`config.mk`:
```
export PLATFORM = sky130hd
export DESIGN_NAME = aes128_key_sched_ctrl
export DESIGN_NICKNAME = d
export VERILOG_FILES = /design/src/rtl/aes128_key_sched_ctrl.sv
export SDC_FILE = /design/constraint.sdc
export NUM_CORES = 2
export LEC_CHECK = 0
export CORE_MARGIN = 4
export CORE_UTILIZATION = 50
export CTS_CLUSTER_DIAMETER = 100
export DETAILED_ROUTE_END_ITERATION = 8
export GPL_TIMING_DRIVEN = 0
export PLACE_DENSITY = 0.7
export SYNTH_ARGS = -nofsm -noshare
export SYNTH_HDL_FRONTEND = slang
export SYNTH_SLANG_ARGS = --single-unit
```
`constraint.sdc`:
```
create_clock -name clk -period 13.7 [get_ports clk]
set_input_delay 1.37 -clock clk [delete_from_list [all_inputs] [get_ports clk]]
set_output_delay 1.37 -clock clk [all_outputs]
set_load 0.005 [all_outputs]
```
`src/rtl/aes128_key_sched_ctrl.sv`:
```
// AES-128 key schedule sequencer: loads a cipher key, steps an external
// combinational expansion stage ten times and holds the 11 round keys for readout.
module aes128_key_sched_ctrl #(
    parameter int ROUNDS = 10
) (
    input  logic         clk,
    input  logic         rst,
    input  logic [127:0] key_in,
    input  logic         key_valid,
    output logic         key_ready,
    output logic [127:0] xp_key,
    output logic [3:0]   xp_count,
    input  logic [127:0] xp_key_out,
    input  logic [3:0]   rk_addr,
    output logic [127:0] rk_data,
    output logic         keys_valid,
    output logic         busy,
    output logic         done
);

    typedef enum logic [0:0] {
        ST_IDLE   = 1'b0,
        ST_EXPAND = 1'b1
    } state_t;

    localparam logic [3:0] LAST_CNT = 4'(ROUNDS - 1);
    localparam logic [3:0] MAX_ADDR = 4'(ROUNDS);

    state_t         state_q, state_d;
    logic [3:0]     cnt_q, cnt_d;
    logic [127:0]   cur_q, cur_d;
    logic           keys_valid_q, keys_valid_d;
    logic           done_q, done_d;
    logic [127:0]   rk_data_q;
    logic [127:0]   rk_q [0:ROUNDS];

    logic           wr_en_s;
    logic [3:0]     wr_idx_s;
    logic [127:0]   wr_data_s;
    logic [127:0]   rd_sel_s;

    // Next-state logic and round-key write request
    always_comb begin
        state_d      = state_q;
        cnt_d        = cnt_q;
        cur_d        = cur_q;
        keys_valid_d = keys_valid_q;
        done_d       = 1'b0;
        wr_en_s      = 1'b0;
        wr_idx_s     = 4'd0;
        wr_data_s    = 128'd0;
        case (state_q)
            ST_IDLE: begin
                if (key_valid) begin
                    wr_en_s      = 1'b1;
                    wr_idx_s     = 4'd0;
                    wr_data_s    = key_in;
                    cur_d        = key_in;
                    cnt_d        = 4'd0;
                    keys_valid_d = 1'b0;
                    state_d      = ST_EXPAND;
                end else begin
                    state_d = ST_IDLE;
                end
            end
            ST_EXPAND: begin
                wr_en_s   = 1'b1;
                wr_idx_s  = cnt_q + 4'd1;
                wr_data_s = xp_key_out;
                cur_d     = xp_key_out;
                if (cnt_q == LAST_CNT) begin
                    state_d      = ST_IDLE;
                    cnt_d        = 4'd0;
                    done_d       = 1'b1;
                    keys_valid_d = 1'b1;
                end else begin
                    cnt_d = cnt_q + 4'd1;
                end
            end
            default: begin
                state_d = ST_IDLE;
                cnt_d   = 4'd0;
            end
        endcase
    end

    // Control and expansion-input registers
    always_ff @(posedge clk) begin
        if (rst) begin
            state_q      <= ST_IDLE;
            cnt_q        <= 4'd0;
            cur_q        <= 128'd0;
            keys_valid_q <= 1'b0;
            done_q       <= 1'b0;
        end else begin
            state_q      <= state_d;
            cnt_q        <= cnt_d;
            cur_q        <= cur_d;
            keys_valid_q <= keys_valid_d;
            done_q       <= done_d;
        end
    end

    // Round-key register file, one write port
    always_ff @(posedge clk) begin
        if (rst) begin
            for (int i = 0; i <= ROUNDS; i++) begin
                rk_q[i] <= 128'd0;
            end
        end else if (wr_en_s) begin
            rk_q[wr_idx_s] <= wr_data_s;
        end
    end

    // Out-of-range read addresses return zero rather than aliasing
    always_comb begin
        if (rk_addr <= MAX_ADDR) begin
            rd_sel_s = rk_q[rk_addr];
        end else begin
            rd_sel_s = 128'd0;
        end
    end

    // Registered read port
    always_ff @(posedge clk) begin
        if (rst) begin
            rk_data_q <= 128'd0;
        end else begin
            rk_data_q <= rd_sel_s;
        end
    end

    assign key_ready  = (state_q == ST_IDLE) && !rst;
    assign xp_key     = cur_q;
    assign xp_count   = cnt_q;
    assign rk_data    = rk_data_q;
    assign keys_valid = keys_valid_q;
    assign busy       = (state_q == ST_EXPAND);
    assign done       = done_q;

endmodule
```
==> flow_metrics.env <==
export IMPL_status="finished, violations left"
export IMPL_violations="max-capacitance violations, max-slew violations"
export IMPL_grt_max_degree=58
export IMPL_hold_depth=2
export IMPL_ctsHoldBuffers=0
export IMPL_worstSetupPathType="primary input to output pin"
export IMPL_p_switching_mw=2.772
export IMPL_clock_latency_ps=810
export IMPL_skew_ps=24.06
export IMPL_ir_drop_mv=0.1053
export IMPL_synth_mux_area_share_pct=12.92
export IMPL_worstSetupStartpointType="primary input"
export IMPL_nets=7002
export IMPL_cts_max_path_buffers=3
export IMPL_dr_pass1_iters=6
export IMPL_max_cap_viol_count=2
export IMPL_tightest_slew_ps=1518
export IMPL_reg2reg_slack_ps=8990
export IMPL_synth_edf_count=1280
export IMPL_netlist_cell_type_count=40
export IMPL_grt_ovfl_total=0
export IMPL_sw_frac_of_total_pct=23.97
export IMPL_synthSimpleGateAreaFrac_pct=13.30
export IMPL_via_count=50132
export IMPL_power_frac_seq_pct=49.9
export IMPL_cts_buffers=172
export IMPL_postCtsResizedCells=0
export IMPL_tritoncts="built"
export IMPL_cp_required_ps=12330
export IMPL_final_cell_area_sq_mm=0.08598
export IMPL_hold_path_class="flip-flop to flip-flop"
export IMPL_timing_final_crit_period_ps=6920
export IMPL_dp_slack_ps=6900
export IMPL_place_congestion=0.9207
export IMPL_dieArea_sq_mm=0.1502
export IMPL_yosys_top_cells_area="edfxtp_1 (53%), dfxtp_1 (11%), mux2i_1 (8.9%)"
export IMPL_rsz0062_at_grt="false"
export IMPL_antenna_found_initial=21
export IMPL_min_from="rk_q[10][0]"
export IMPL_cp_max_fo=10
export IMPL_crit_path_end_kind="output pin"
export IMPL_synth_ff_type="edfxtp_1"
export IMPL_synthTopCellsByCount="nor2_1 (1417), edfxtp_1 (1280), mux2i_1 (638)"
export IMPL_viasPerCell=5.701
export IMPL_rows=139
export IMPL_arrival_ps=5550
export IMPL_r2r_end="rk_q[9][93]"
export IMPL_power_density_mw_per_mm2=134.5
export IMPL_antenna_left=0
export IMPL_cts_clk_slew_worst_paths_ps=60
export IMPL_synthArstFlopShare_pct=0
export IMPL_synth_fa_ha_area_share_pct=0.03474
export IMPL_clkSinkCount=1671
export IMPL_start_util_pct=50.26
export IMPL_power_total_mw=11.56
export IMPL_fmax_mhz=144.5
export IMPL_drt_wl_total_um=225600
export IMPL_hold_viol=0
export IMPL_syn_nets=6279
export IMPL_die_width_um=387.6
export IMPL_synth_top_family_by_area="simple AND/OR/NAND/NOR gates"
export IMPL_yosysSeqAreaShare_pct=64.23
export IMPL_synth_area_per_cell_sq_um=11.98
export IMPL_drv_slew=21
export IMPL_finish_utilization_pct=60.00
export IMPL_clock_tree_root_cell="clkbuf_16"
export IMPL_grtUsageTotal_pct=29.30
export IMPL_p_leak_nw=32.89
export IMPL_finalSetupViolCount=0
export IMPL_drive_above_1_share_pct=9.672
export IMPL_r2r_cells=11
export IMPL_area_growth_pct=19.37
export IMPL_fin_crit_sh_pct=50.51
export IMPL_dpl_cell_area_sq_mm=0.08042
export IMPL_yosysWarningCount=0
export IMPL_grt_pass1_wl_um=325500
export IMPL_pwr_share_clk_pct=40.1
export IMPL_fin_ws_ps=6780
export IMPL_io_buffers=522
export IMPL_coreArea_sq_mm=0.1433
export IMPL_synth_compound_area_share_pct=5.499
export IMPL_cts_max_level=4
export IMPL_ys_seq_elements=1671
export IMPL_first_iter_violations=5642
export IMPL_synth_cells=6014
export IMPL_synth_top_area_cell="edfxtp_1"
export IMPL_ios=527
export IMPL_synth_top_cell_area_share_pct=53.36
export IMPL_synth_cell_area_sq_mm=0.07203
export IMPL_hold_path_end="rk_q[10][0]"
export IMPL_post_synth_top_count_cell="nor2_1"
export IMPL_r2r_start="busy"
export IMPL_die_h_um=387.6
export IMPL_synth_xor_area_share_pct=0.01216
export IMPL_post_route_drc_count=0
export IMPL_whs_ps=476.1
export IMPL_dp_hpwl_um=157100
export IMPL_p_int_mw=8.792
export IMPL_wl_per_cell_um=25.66
export IMPL_grt_pass1_vias=49799
export IMPL_pwr_share_comb_pct=10.0
export IMPL_relSlewSlack_pct=-1.282
export IMPL_post_cts_buffers=0
## metal layers
| metal | track usage (%) | share of wire [%] | vias to the layer above |
|---|---|---|---|
| li1 | - | - | 22381 |
| met1 | 38.61 | 39 | 24649 |
| met2 | 47.76 | 47 | 2689 |
| met3 | 6.275 | 10 | 403 |
| met4 | 11.38 | 4.0 | 10 |
| met5 | 0 | 0.041 | - |
## state kept, by name, indices dropped and copies added (netlist names)
register    count
busy            1
xp_key        128
done            1
rk_q         1408
xp_count        4
rk_data       128
keys_valid      1
## kinds of logic (layout without fill, tap and decap cells)
kind of cell | after synthesis | count (layout)
compound gates | 657 | 657
xor+xnor | 1 | 1
fa+ha+maj | 2 | 2
buf+inv | 687 | 1559
flops | 1671 | 1671
mux | 768 | 768
other cells | 0 | 5
simple gates | 2228 | 2228
## layout by cell type, fill, tap and decap left out, types with 3 or more instances in the layout
cell type           n
a21oi_1           133
a22oi_1           128
buf_1              21
buf_12              6
buf_16             21
buf_2             229
buf_4               4
bufinv_16           7
clkbuf_1          335
clkbuf_16         181
clkbuf_2            8
clkbuf_8           18
clkdlybuf4s50_1   522
clkinv_1           32
clkinv_2           24
clkinv_4            3
clkinvlp_2          4
clkinvlp_4          5
dfxtp_1           391
diode_2             5
edfxtp_1         1280
inv_1             130
inv_6               4
mux2i_1           638
mux4_2            129
nand2_1           258
nand2b_1          385
nand2b_4            9
nand3_1           138
nor2_1           1416
nor2b_1             5
nor3_1              5
o21a_1            128
o21ai_0           258
## power by group through the flow
stage / sequential (mW) / combinational, mW / clock (mW)
floorplan: 5.89 / 0.583 / 0
global placement: 5.93 / 1.10 / 0
detailed placement: 5.88 / 1.15 / 0
CTS: 5.77 / 1.15 / 4.66
global route: 5.79 / 1.23 / 4.87
finish: 5.77 / 1.16 / 4.64
## final cells by class
| class | instances | area [sq um] |
|---|---|---|
| repair buffers | 549 | 5923 |
| fillers | 11507 | 57320 |
| plain buffers | 557 | 2407 |
| clock inverters | 81 | 601.8 |
| clock buffers | 242 | 4949 |
| multi-input cells | 3656 | 22960 |
| diodes | 5 | 12.51 |
| inverters | 130 | 488.0 |
| well taps | 1903 | 2381 |
| flip-flops and latches | 1671 | 46260 |
## how the worst max path moves through the flow
stage / start / slack (ps) / end / depth (start not counted)
after floorplan: rst / 5410 / rk_q[9][0] / 6
after global placement: rst / -1090 / rk_q[9][87] / 7
after detailed placement: rst / 6900 / key_ready / 8
after CTS: rst / 6880 / key_ready / 8
after global routing: rst / 6680 / key_ready / 8
final: rst / 6780 / key_ready / 8
## through the flow
stage,std cells,TNS (ps)
detailed placement,8466,0
global route,8790,0
floorplan,6014,0
CTS,8789,0
finish,8794,0
global placement,8439,-136420
## critical path, cell delays in order
cell	delay [ps]
clkdlybuf4s50_1	620
buf_2	410
clkbuf_2	750
clkbuf_1	390
clkbuf_1	950
clkbuf_1	470
nor2_1	90
clkdlybuf4s50_1	470
Power figures use the tool's default switching activity.
